$ cat config.mk
export PLATFORM = sky130hd
export DESIGN_NAME = psg_bus_master_flat
export DESIGN_NICKNAME = d
export VERILOG_FILES = /design/src/rtl/psg_bus_pkg.sv /design/src/rtl/psg_bus_if.sv /design/src/rtl/psg_wr_fifo.sv /design/src/rtl/psg_bus_master.sv /design/src/flat_wrapper.sv
export SDC_FILE = /design/constraint.sdc
export NUM_CORES = 1
export LEC_CHECK = 0
export BUFFER_PORTS_ARGS = -buffer_cell sky130_fd_sc_hd__buf_2
export CAP_MARGIN = 10
export CORE_ASPECT_RATIO = 2
export CORE_MARGIN = 5
export CORE_UTILIZATION = 63
export DETAILED_ROUTE_END_ITERATION = 6
export GPL_TIMING_DRIVEN = 0
export MAX_ROUTING_LAYER = met4
export PLACE_DENSITY = 0.85
export SLEW_MARGIN = 20
export SYNTH_ARGS = -nofsm -noshare
export SYNTH_HDL_FRONTEND = slang
export SYNTH_SLANG_ARGS = --single-unit
$ cat constraint.sdc
create_clock -name CLK -period 5.2 [get_ports CLK]
set_clock_uncertainty 0.2 [all_clocks]
set_input_delay 0.26 -clock CLK [delete_from_list [all_inputs] [get_ports CLK]]
set_output_delay 0.26 -clock CLK [all_outputs]
set_load 0.02 [all_outputs]
$ cat src/rtl/psg_bus_pkg.sv
// Shared types and constants for the PSG bus master.
//   psg_state_e  : bus-cycle sequencer states
//   wr_entry_t   : one buffered register write {addr, data}
//   PSG_R_*      : register numbers with special meaning on the PSG
//   max3()       : elaboration-time helper for sizing the phase counter
package psg_bus_pkg;

    typedef enum logic [3:0] {
        ST_IDLE,
        ST_ADDR_SETUP,
        ST_ADDR_PULSE,
        ST_ADDR_GAP,
        ST_DATA_SETUP,
        ST_DATA_PULSE,
        ST_DATA_GAP,
        ST_READ_WIN,
        ST_READ_DONE
    } psg_state_e;

    typedef struct packed {
        logic [3:0] addr;
        logic [7:0] data;
    } wr_entry_t;

    localparam logic [3:0] PSG_R_MIXER     = 4'd7;
    localparam logic [3:0] PSG_R_ENV_SHAPE = 4'd13;
    localparam logic [3:0] PSG_R_IOA       = 4'd14;
    localparam logic [3:0] PSG_R_IOB       = 4'd15;

    function automatic int max3(input int a, input int b, input int c);
        int m;
        m = (a > b) ? a : b;
        return (m > c) ? m : c;
    endfunction

endpackage

$ cat src/rtl/psg_bus_if.sv
// Host-side request/response signals plus the PSG pin bundle.
//   master : the bus master (drives WR_READY, RD_VALID/RD_DATA, BUSY,
//            FIFO_LEVEL, BDIR, BC, DA_OUT)
//   slave  : host and PSG side (drives WR_*, RD_REQ/RD_ADDR, DA_IN)
interface psg_bus_if #(
    parameter int FIFO_DEPTH = 4
) ();
    localparam int LVL_W = $clog2(FIFO_DEPTH) + 1;

    logic             WR_VALID;
    logic             WR_READY;
    logic [3:0]       WR_ADDR;
    logic [7:0]       WR_DATA;
    logic             RD_REQ;
    logic [3:0]       RD_ADDR;
    logic             RD_VALID;
    logic [7:0]       RD_DATA;
    logic             BUSY;
    logic [LVL_W-1:0] FIFO_LEVEL;
    logic             BDIR;
    logic             BC;
    logic [7:0]       DA_OUT;
    logic [7:0]       DA_IN;

    modport master (
        input  WR_VALID, WR_ADDR, WR_DATA, RD_REQ, RD_ADDR, DA_IN,
        output WR_READY, RD_VALID, RD_DATA, BUSY, FIFO_LEVEL, BDIR, BC, DA_OUT
    );

    modport slave (
        output WR_VALID, WR_ADDR, WR_DATA, RD_REQ, RD_ADDR, DA_IN,
        input  WR_READY, RD_VALID, RD_DATA, BUSY, FIFO_LEVEL, BDIR, BC, DA_OUT
    );
endinterface

$ cat src/rtl/psg_wr_fifo.sv
// Synchronous show-ahead FIFO for pending register writes.
//   CLK, RESET_N : clock, async active-low clear of pointers and level
//   push, wr_entry : enqueue (caller guarantees !full)
//   pop, rd_entry  : dequeue; rd_entry is the current head (caller guarantees !empty)
//   full, empty, level : occupancy status
module psg_wr_fifo
    import psg_bus_pkg::*;
#(
    parameter int DEPTH = 4
) (
    input  logic                   CLK,
    input  logic                   RESET_N,
    input  logic                   push,
    input  wr_entry_t              wr_entry,
    input  logic                   pop,
    output wr_entry_t              rd_entry,
    output logic                   full,
    output logic                   empty,
    output logic [$clog2(DEPTH):0] level
);
    localparam int AW = $clog2(DEPTH);

    wr_entry_t      mem [DEPTH];
    logic [AW-1:0]  wr_ptr;
    logic [AW-1:0]  rd_ptr;
    logic [AW:0]    count;

    // NOTE: the storage array has no reset; only pointers and count need a
    // known state, and leaving the array unreset lets it map onto RAM.
    always_ff @(posedge CLK) begin
        if (push) begin
            mem[wr_ptr] <= wr_entry;
        end
    end

    always_ff @(posedge CLK or negedge RESET_N) begin
        if (!RESET_N) begin
            wr_ptr <= '0;
            rd_ptr <= '0;
            count  <= '0;
        end else begin
            if (push) wr_ptr <= wr_ptr + 1'b1;
            if (pop)  rd_ptr <= rd_ptr + 1'b1;
            case ({push, pop})
                2'b10:   count <= count + 1'b1;
                2'b01:   count <= count - 1'b1;
                default: count <= count;
            endcase
        end
    end

    assign rd_entry = mem[rd_ptr];
    assign full     = (count == (AW+1)'(DEPTH));
    assign empty    = (count == '0);
    assign level    = count;

endmodule

$ cat src/rtl/psg_bus_master.sv
// PSG register-bus initiator. Buffers host writes, queues one read, and
// sequences BDIR/BC/DA bus cycles toward a ym2149. The address phase is
// skipped when the target register equals the last latched address.
//   CLK, RESET_N : clock, async active-low reset (aborts any bus cycle)
//   bus (master) : host request/response signals and PSG pins
module psg_bus_master
    import psg_bus_pkg::*;
#(
    parameter int FIFO_DEPTH = 4,
    parameter int PULSE_LEN  = 2,
    parameter int GAP_LEN    = 1,
    parameter int RD_WAIT    = 2,
    parameter int ADDR_CACHE = 1
) (
    input  logic      CLK,
    input  logic      RESET_N,
    psg_bus_if.master bus
);
    localparam int LVL_W = $clog2(FIFO_DEPTH) + 1;
    localparam int CNT_W = $clog2(max3(PULSE_LEN, GAP_LEN, RD_WAIT)) + 1;

    // Counter reload values: a phase of N cycles counts N-1 down to 0.
    localparam logic [CNT_W-1:0] PULSE_RELOAD = CNT_W'(PULSE_LEN - 1);
    localparam logic [CNT_W-1:0] GAP_RELOAD   = CNT_W'(GAP_LEN - 1);
    localparam logic [CNT_W-1:0] WAIT_RELOAD  = CNT_W'(RD_WAIT - 1);

    psg_state_e       state;
    logic [CNT_W-1:0] cnt;
    logic             bdir_q, bc_q, rd_valid_q;
    logic [7:0]       da_out_q, rd_data_q;
    logic [3:0]       cur_addr;
    logic [7:0]       cur_data;
    logic             cur_is_rd;
    logic             cache_valid;
    logic [3:0]       cache_addr;
    logic             rd_pending;
    logic [3:0]       rd_addr_q;

    wr_entry_t        head;
    logic             fifo_full, fifo_empty, fifo_push, fifo_pop;
    logic [LVL_W-1:0] fifo_level;
    logic             wr_hit, rd_hit;

    // Writes take priority in IDLE, so a read never overtakes a buffered write.
    assign fifo_push = bus.WR_VALID && !fifo_full;
    assign fifo_pop  = (state == ST_IDLE) && !fifo_empty;

    assign wr_hit = (ADDR_CACHE != 0) && cache_valid && (head.addr == cache_addr);
    assign rd_hit = (ADDR_CACHE != 0) && cache_valid && (rd_addr_q == cache_addr);

    psg_wr_fifo #(.DEPTH(FIFO_DEPTH)) u_fifo (
        .CLK      (CLK),
        .RESET_N  (RESET_N),
        .push     (fifo_push),
        .wr_entry ('{addr: bus.WR_ADDR, data: bus.WR_DATA}),
        .pop      (fifo_pop),
        .rd_entry (head),
        .full     (fifo_full),
        .empty    (fifo_empty),
        .level    (fifo_level)
    );

    // A second request while one is pending or in service is dropped.
    always_ff @(posedge CLK or negedge RESET_N) begin
        if (!RESET_N) begin
            rd_pending <= 1'b0;
            rd_addr_q  <= '0;
        end else if (state == ST_READ_DONE) begin
            rd_pending <= 1'b0;
        end else if (bus.RD_REQ && !rd_pending) begin
            rd_pending <= 1'b1;
            rd_addr_q  <= bus.RD_ADDR;
        end
    end

    // Outputs are loaded on state entry so BDIR/BC/DA_OUT come straight
    // from flops and change together with the state.
    // NOTE: every assignment in this clocked block is non-blocking so all
    // state and outputs update from the same pre-edge values.
    always_ff @(posedge CLK or negedge RESET_N) begin
        if (!RESET_N) begin
            state       <= ST_IDLE;
            cnt         <= '0;
            bdir_q      <= 1'b0;
            bc_q        <= 1'b0;
            da_out_q    <= '0;
            rd_valid_q  <= 1'b0;
            rd_data_q   <= '0;
            cur_addr    <= '0;
            cur_data    <= '0;
            cur_is_rd   <= 1'b0;
            cache_valid <= 1'b0;
            cache_addr  <= '0;
        end else begin
            rd_valid_q <= 1'b0;
            case (state)
                ST_IDLE: begin
                    if (!fifo_empty) begin
                        cur_addr  <= head.addr;
                        cur_data  <= head.data;
                        cur_is_rd <= 1'b0;
                        cnt       <= '0;
                        if (wr_hit) begin
                            state    <= ST_DATA_SETUP;
                            bc_q     <= 1'b0;
                            da_out_q <= head.data;
                        end else begin
                            state    <= ST_ADDR_SETUP;
                            bc_q     <= 1'b1;
                            da_out_q <= {4'b0000, head.addr};
                        end
                    end else if (rd_pending) begin
                        cur_addr  <= rd_addr_q;
                        cur_is_rd <= 1'b1;
                        bc_q      <= 1'b1;
                        if (rd_hit) begin
                            state <= ST_READ_WIN;
                            cnt   <= WAIT_RELOAD;
                        end else begin
                            state    <= ST_ADDR_SETUP;
                            cnt      <= '0;
                            da_out_q <= {4'b0000, rd_addr_q};
                        end
                    end
                end
                ST_ADDR_SETUP: begin
                    state  <= ST_ADDR_PULSE;
                    cnt    <= PULSE_RELOAD;
                    bdir_q <= 1'b1;
                end
                ST_ADDR_PULSE: begin
                    if (cnt == '0) begin
                        state       <= ST_ADDR_GAP;
                        cnt         <= GAP_RELOAD;
                        bdir_q      <= 1'b0;
                        cache_valid <= 1'b1;
                        cache_addr  <= cur_addr;
                    end else begin
                        cnt <= cnt - 1'b1;
                    end
                end
                ST_ADDR_GAP: begin
                    if (cnt == '0) begin
                        if (cur_is_rd) begin
                            state <= ST_READ_WIN;
                            cnt   <= WAIT_RELOAD;
                        end else begin
                            state    <= ST_DATA_SETUP;
                            cnt      <= '0;
                            bc_q     <= 1'b0;
                            da_out_q <= cur_data;
                        end
                    end else begin
                        cnt <= cnt - 1'b1;
                    end
                end
                ST_DATA_SETUP: begin
                    state  <= ST_DATA_PULSE;
                    cnt    <= PULSE_RELOAD;
                    bdir_q <= 1'b1;
                end
                ST_DATA_PULSE: begin
                    if (cnt == '0) begin
                        state  <= ST_DATA_GAP;
                        cnt    <= GAP_RELOAD;
                        bdir_q <= 1'b0;
                    end else begin
                        cnt <= cnt - 1'b1;
                    end
                end
                ST_DATA_GAP: begin
                    if (cnt == '0) begin
                        state <= ST_IDLE;
                        cnt   <= '0;
                    end else begin
                        cnt <= cnt - 1'b1;
                    end
                end
                ST_READ_WIN: begin
                    if (cnt == '0) begin
                        state      <= ST_READ_DONE;
                        cnt        <= '0;
                        bc_q       <= 1'b0;
                        rd_data_q  <= bus.DA_IN;
                        rd_valid_q <= 1'b1;
                    end else begin
                        cnt <= cnt - 1'b1;
                    end
                end
                ST_READ_DONE: begin
                    state <= ST_IDLE;
                    cnt   <= '0;
                end
                default: begin
                    state <= ST_IDLE;
                end
            endcase
        end
    end

    assign bus.WR_READY   = !fifo_full;
    assign bus.FIFO_LEVEL = fifo_level;
    assign bus.BUSY       = (state != ST_IDLE) || !fifo_empty || rd_pending;
    assign bus.BDIR       = bdir_q;
    assign bus.BC         = bc_q;
    assign bus.DA_OUT     = da_out_q;
    assign bus.RD_VALID   = rd_valid_q;
    assign bus.RD_DATA    = rd_data_q;

endmodule

$ cat src/flat_wrapper.sv
// flat-port wrapper written by rule: the top's interface ports become plain ports
module psg_bus_master_flat import psg_bus_pkg::*;
#(
    parameter int FIFO_DEPTH = 4,
    parameter int PULSE_LEN  = 2,
    parameter int GAP_LEN    = 1,
    parameter int RD_WAIT    = 2,
    parameter int ADDR_CACHE = 1
)
  (CLK, RESET_N, bus_WR_VALID, bus_WR_ADDR, bus_WR_DATA, bus_RD_REQ, bus_RD_ADDR, bus_DA_IN, bus_WR_READY, bus_RD_VALID, bus_RD_DATA, bus_BUSY, bus_FIFO_LEVEL, bus_BDIR, bus_BC, bus_DA_OUT);
  psg_bus_if #(.FIFO_DEPTH(FIFO_DEPTH)) bus_i ();
  input  logic CLK;
  input  logic RESET_N;
  input wire logic [$bits(bus_i.WR_VALID)-1:0] bus_WR_VALID;
  input wire logic [$bits(bus_i.WR_ADDR)-1:0] bus_WR_ADDR;
  input wire logic [$bits(bus_i.WR_DATA)-1:0] bus_WR_DATA;
  input wire logic [$bits(bus_i.RD_REQ)-1:0] bus_RD_REQ;
  input wire logic [$bits(bus_i.RD_ADDR)-1:0] bus_RD_ADDR;
  input wire logic [$bits(bus_i.DA_IN)-1:0] bus_DA_IN;
  output wire logic [$bits(bus_i.WR_READY)-1:0] bus_WR_READY;
  output wire logic [$bits(bus_i.RD_VALID)-1:0] bus_RD_VALID;
  output wire logic [$bits(bus_i.RD_DATA)-1:0] bus_RD_DATA;
  output wire logic [$bits(bus_i.BUSY)-1:0] bus_BUSY;
  output wire logic [$bits(bus_i.FIFO_LEVEL)-1:0] bus_FIFO_LEVEL;
  output wire logic [$bits(bus_i.BDIR)-1:0] bus_BDIR;
  output wire logic [$bits(bus_i.BC)-1:0] bus_BC;
  output wire logic [$bits(bus_i.DA_OUT)-1:0] bus_DA_OUT;
  assign bus_i.WR_VALID = bus_WR_VALID;
  assign bus_i.WR_ADDR = bus_WR_ADDR;
  assign bus_i.WR_DATA = bus_WR_DATA;
  assign bus_i.RD_REQ = bus_RD_REQ;
  assign bus_i.RD_ADDR = bus_RD_ADDR;
  assign bus_i.DA_IN = bus_DA_IN;
  assign bus_WR_READY = bus_i.WR_READY;
  assign bus_RD_VALID = bus_i.RD_VALID;
  assign bus_RD_DATA = bus_i.RD_DATA;
  assign bus_BUSY = bus_i.BUSY;
  assign bus_FIFO_LEVEL = bus_i.FIFO_LEVEL;
  assign bus_BDIR = bus_i.BDIR;
  assign bus_BC = bus_i.BC;
  assign bus_DA_OUT = bus_i.DA_OUT;
  psg_bus_master #(.FIFO_DEPTH(FIFO_DEPTH), .PULSE_LEN(PULSE_LEN), .GAP_LEN(GAP_LEN), .RD_WAIT(RD_WAIT), .ADDR_CACHE(ADDR_CACHE)) u_core (.CLK(CLK), .RESET_N(RESET_N), .bus(bus_i));
endmodule
-- Yosys cells after proc, flatten, opt, wreduce, memory -nomap -nowiden
Memory sizes are Yosys's and may differ from the RTL's.
Index checks and enable logic that the tools add are counted.
W data, S select, Z words.
- register bits: 55
- bits in latches: 0
- memory bits (writable): 48
- ROM bits: 0
- bits of input ports: 28
- output and inout port bits: 24
- logic and storage cells: 124
- memories kept: 1
- $add $sub $neg: 5
- multiply operators: 0
- divide/modulo/power cells: 0
- magnitude comparators: 0
- equal/unequal tests: 23
- shifts and indexed selects: 0
- multiplexer cells: 43
- bitwise operators: 2
- reduce and logical (&&, ||, !) cells: 33
- memory list (memory ; words ; width ; read ports ; clocked after memory_dff ; write ports ; line ; RTL):
    u_core.u_fifo.mem ; 4 ; 12 ; 1 ; 0 ; 1 ; psg_wr_fifo.sv:23 ; wr_entry_t mem [DEPTH];
- operators with widths (kind ; number):
    $mux W8 ; 6
    $mux W4 ; 9
    $pmux W4 S8 ; 1
    $eq A4 B3 Y1 const B ; 4
    $pmux W8 S2 ; 1
    $mux W1 ; 15
    $ne A2 B1 Y1 const B ; 7
    $reduce_and A2 Y1 ; 7
    $mux W2 ; 5
    $pmux W2 S5 ; 1
    $reduce_and A5 Y1 ; 2
    $eq A4 B2 Y1 const B ; 2
    $eq A4 B4 Y1 ; 2
    $reduce_bool A2 Y1 ; 4
    $mux W3 ; 2
    $pmux W3 S2 ; 1
    $reduce_and A6 Y1 ; 1
    $logic_and A1 B1 Y1 ; 5
    $reduce_bool A5 Y1 ; 1
    $add A2 B1 Y2 const B ; 2
    $eq A4 B1 Y1 const B ; 1
    $eq A4 B4 Y1 const B ; 1
    $logic_not A4 Y1 ; 1
    $reduce_bool A4 Y1 ; 1
    19 further kinds ; 24

-- Depth between registers and ports, before layout
- word-level depth: 6
- mapped depth: 11
- depth with buffers taken out: 10

-- Hierarchy
From an unflattened synthesis, not the netlist that was laid out.
- cell total of the unflattened synthesis: 352
- area, all modules: 4620.7 µm²
- modules (own cells, without submodules) (module ; times used ; cells each ; area an instance (µm²) ; seq. area each (µm²)):
    psg_bus_master ; 1 ; 253 ; 2462.4 ; 1201.2
    psg_wr_fifo ; 1 ; 99 ; 2158.3 ; 1616.6

-- Least setup slack after synthesis
OpenSTA, ideal clock, no wires.
- path type: register to register
- start: register u_core.state[2]
- end: register u_core.u_fifo.count[2], in the netlist u_core.u_fifo.level[2]
- setup time: 80 ps
- arrival: 2559 ps
- required time: 4920 ps
- setup slack: 2360 ps
- stages on the path, launching flop included: 12
- path buffers: 3
- period minus slack after synthesis: 2840 ps
- cells stage by stage: dfrtp_1 -> buf_6 -> or4_4 -> buf_6 -> nor2_1 -> buf_2 -> ha_1 -> inv_1 -> fa_1 -> xor2_1 -> nor2_1 -> xor2_1
- cells in the longest elaborated chain, start to end: 4
- elaborated cells between the ends (all ways): 6
- classes of those cells: eq/ne: 2; mux: 1; reduce/logical: 3
- ends and longest elaborated chain (what ; line ; RTL):
    start: declaration ; psg_bus_master.sv:27 ; psg_state_e state;
    start signal: assignment ; psg_bus_master.sv:82 ; state <= ST_IDLE;
    start signal: assignment ; psg_bus_master.sv:104 ; state <= ST_DATA_SETUP;
    start signal: assignment ; psg_bus_master.sv:108 ; state <= ST_ADDR_SETUP;
    $logic_not A4 Y1 * ; psg_bus_master.sv:46 ; assign fifo_pop = (state == ST_IDLE) && !fifo_empty;
    $logic_and A1 B1 Y1 * ; psg_bus_master.sv:46 ;
    via u_core.fifo_pop ; psg_bus_master.sv:40 ; logic fifo_full, fifo_empty, fifo_push, fifo_pop;
    $eq A2 B1 Y1 or $eq A2 B2 Y1 (tied branches) ; psg_wr_fifo.sv:44 ; case ({push, pop})
    $pmux W3 S2 or $reduce_bool A2 Y1 (tied branches) ; - ;
    end signal: assignment ; psg_wr_fifo.sv:45 ; 2'b10: count <= count + 1'b1;
    end signal: assignment ; psg_wr_fifo.sv:46 ; 2'b01: count <= count - 1'b1;
    end signal: assignment ; psg_wr_fifo.sv:47 ; default: count <= count;
    end: declaration ; psg_wr_fifo.sv:26 ; logic [AW:0] count;
The timed path passes the listed nets; every way through them passes the cells marked *.
A chain may end at the register's enable or synchronous reset.

-- Worst setup path in the final report
- start: register u_core.state[3]
- end: register u_core.u_fifo.count[2], in the netlist u_core.u_fifo.level[2]
Same word-level chain as after synthesis.

==> results_dict.tcl <==
set metrics [dict create \
    grt.total_usage 0.244 \
    stdcell_count 528 \
    seq_area_frac_synth 0.600 \
    min_path_type "in2reg" \
    drtAntennaViolNets 0 \
    syn_inst 344 \
    syn_area_sq_um 4700 \
    dp.cells 487 \
    max_freq_ghz 0.315 \
    layout_common_cells "dfrtp_1, buf_2, edfxtp_1" \
    ys_top_cells_by_area "edfxtp_1, dfrtp_1, mux2_2" \
    hold_viol_final 0 \
    routedWlPerCell_microns 19.4 \
    rr_worst_depth 10 \
    ctsResizeCount 0 \
    worst_slew_pin_slew_ns 0.786 \
    start_kind "flop" \
    max-vdd-ir-drop_mv 0.433 \
    die_area_sq_um 9390 \
    min_path_cells 3 \
    synth_top_area_frac 0.307 \
    synth_fp_nets 378 \
    clkTransAtPathRegs_ns 0.07 \
    synth_top_area_cell "edfxtp_1" \
    dp_worst_setup_slack_ns 2.08 \
    cts_tree "yes" \
    status "finished, final reports clean" \
    drt_iter0_drc 301 \
    area_delta_synth_final_pct 20.0 \
    r2r_slack_ns 2.03 \
    r2r_start "u_core.state[3]" \
    cts_setup_buffers 0 \
    grt_start_max_net_pins 56 \
    synth-edff-count 48 \
    dieHeight_microns 132 \
    avgSynthCellArea_sq_um 13.7 \
    final_nets 465 \
    ys_async_sr_fraction 0.534 \
    crit_fanout 10 \
    crit_required_ns 5.26 \
    via_per_inst 6.14 \
    clockRootBuffer "clkbuf_16" \
    dr.pass1.iters 5 \
    place_congestion 0.885 \
    globalRoute.totalOverflow 0 \
    slew_headroom 0.472 \
    io_pins 52 \
    setup_violations 0 \
    grt_antenna_before_repair 0 \
    cp-end-kind "flop" \
    leakage_uw 0.00223 \
    clk_latency_ns 0.35 \
    grt_pass1_vias 3430 \
    htreeDepth 3 \
    vias 3241 \
    power_density_nw_per_um2 639 \
    fin_crit_sh 0.611 \
    cp.arrival_ns 3.24 \
    port-buffer-count 51 \
    fin_ws_ns 2.03 \
    rsz0062_at_grt "false" \
    critical_path_class "reg2reg" \
    final_layout_size_suffix_gt1_frac 0.289 \
    cts_buffers 9 \
    r2r-end "u_core.u_fifo.level[2]" \
    rows 44 \
    maxCapViolations 0 \
    n_antenna_cell 0 \
    hold_path_end "u_core.rd_pending" \
    coreArea_sq_um 7270 \
    fp.dieW_microns 71.1 \
    ys_types 54 \
    dp_hpwl_mm 7.15 \
    initial_utilization 0.646 \
    hold-worst-slack_ns 0.0395 \
    max-clock-path-buffers 2 \
    final.min_clock_period_ns 3.17 \
    ys.flop_type "dfrtp_1" \
    final_common_cell "dfrtp_1" \
    cts_sinks 103 \
    yosys_warnings 0 \
    drc 0 \
    routed_wl_mm 10.3 \
    drv_slew 0 \
    grt_pass1_wl_mm 17.1 \
    tns_ns 0 \
    synth-seq-cells 103 \
    hold_start "bus_RD_REQ" \
]
cell families (layout without fill, tap and decap cells):
kind of cell / after synthesis / after routing / share of synthesized area
DFF: 103 / 103 / 0.600
and+or+nand+nor: 98 / 98 / 0.120
AOI/OAI and AO/OA: 51 / 51 / 0.0725
muxes: 45 / 45 / 0.132
buffers and inverters: 28 / 120 / 0.0336
xor gates and xnor gates: 13 / 13 / 0.0242
adders and majority gates: 6 / 6 / 0.0176
registers in the layout (all words and copies together), names as in the netlist, 2 cells and up:
| signal | flops |
|---|---|
| u_core.cur_data | 8 |
| u_core.u_fifo.wr_ptr | 2 |
| u_core.rd_addr_q | 4 |
| u_core.cache_addr | 4 |
| u_core.u_fifo.rd_ptr | 2 |
| u_core.bus.RD_DATA | 8 |
| u_core.u_fifo.level | 3 |
| u_core.cnt | 2 |
| u_core.state | 4 |
| u_core.u_fifo.mem | 48 |
| u_core.bus.DA_OUT | 8 |
| u_core.cur_addr | 4 |
worst max path at each step:
stage	start	end	slack, ns	cells after the start
final	u_core.state[3]	u_core.u_fifo.level[2]	2.03	10
after global routing	u_core.state[3]	u_core.u_fifo.level[2]	1.87	10
after CTS	u_core.state[3]	u_core.u_fifo.level[2]	2.02	10
after detailed placement	u_core.state[3]	u_core.u_fifo.level[2]	2.08	10
after global placement	u_core.state[3]	u_core.u_fifo.level[2]	2.11	10
after floorplan	u_core.state[2]	u_core.u_fifo.level[2]	2.36	11
cells in the mapped netlist, types with 4 or more instances:
cell type / count
dfrtp_1: 55
edfxtp_1: 48
mux2_2: 25
nand2_1: 20
nor2_1: 19
a21oi_1: 12
mux4_2: 11
inv_1: 10
nor3_1: 10
xnor2_1: 10
a31oi_1: 9
mux2i_1: 9
o21ai_0: 9
nand3_1: 8
clkbuf_1: 6
a211oi_1: 5
and3_1: 5
buf_4: 5
ha_1: 5
nand4_1: 5
nor4b_1: 4
o211ai_1: 4
or2_2: 4
metal layers:
metal	share of wire	wire length, microns	vias to the layer above	track usage
li1	-	-	1461	-
met1	0.34	3480	1590	0.254
met2	0.56	5780	161	0.428
met3	0.059	601	29	0.0504
met4	0.039	404	0	0.115
met5	0	0	-	-
worst max-delay path: stages (launching register included):
cell,delay (ns)
dfrtp_1,0.47
or4_4,0.57
buf_6,0.16
nor2_1,0.25
buf_2,0.33
ha_1,0.23
inv_1,0.06
fa_1,0.37
xor2_1,0.15
nor2_1,0.13
xor2_1,0.17
repair_timing:
| action | CTS | global route |
|---|---|---|
| endpoints found under the setup margin | 0 | 0 |
| endpoints found under the hold margin | 115 | 0 |
| hold buffers | 25 | 0 |
report_power, final:
part | switching [uW] | internal [uW] | total, uW
Combinational | 873 | 678 | 1550
Clock | 288 | 423 | 711
Sequential | 196 | 1150 | 1340
Total | 1360 | 2250 | 3600
metrics by stage:
| step | total power [uW] | utilization | instance area [sq um] |
|---|---|---|---|
| floorplan | 2450 | - | 4700 |
| finish | 3600 | 0.776 | 5640 |
| CTS | 3600 | 0.776 | 5640 |
| detailed placement | 2860 | 0.698 | 5070 |
| global route | 3810 | 0.776 | 5640 |
| global placement | 2780 | 0.697 | 5070 |
area by class of cell:
class | instances | area [sq um]
Buffer | 18 | 120
Timing Repair Buffer | 76 | 508
Inverter | 10 | 37.5
Clock inverter | 5 | 83.8
Sequential cell | 103 | 2820
Tap cell | 92 | 115
Clock buffer | 11 | 233
Multi-Input combinational cell | 213 | 1720
Fill cell | 465 | 1630
Power figures use the tool's default switching activity.
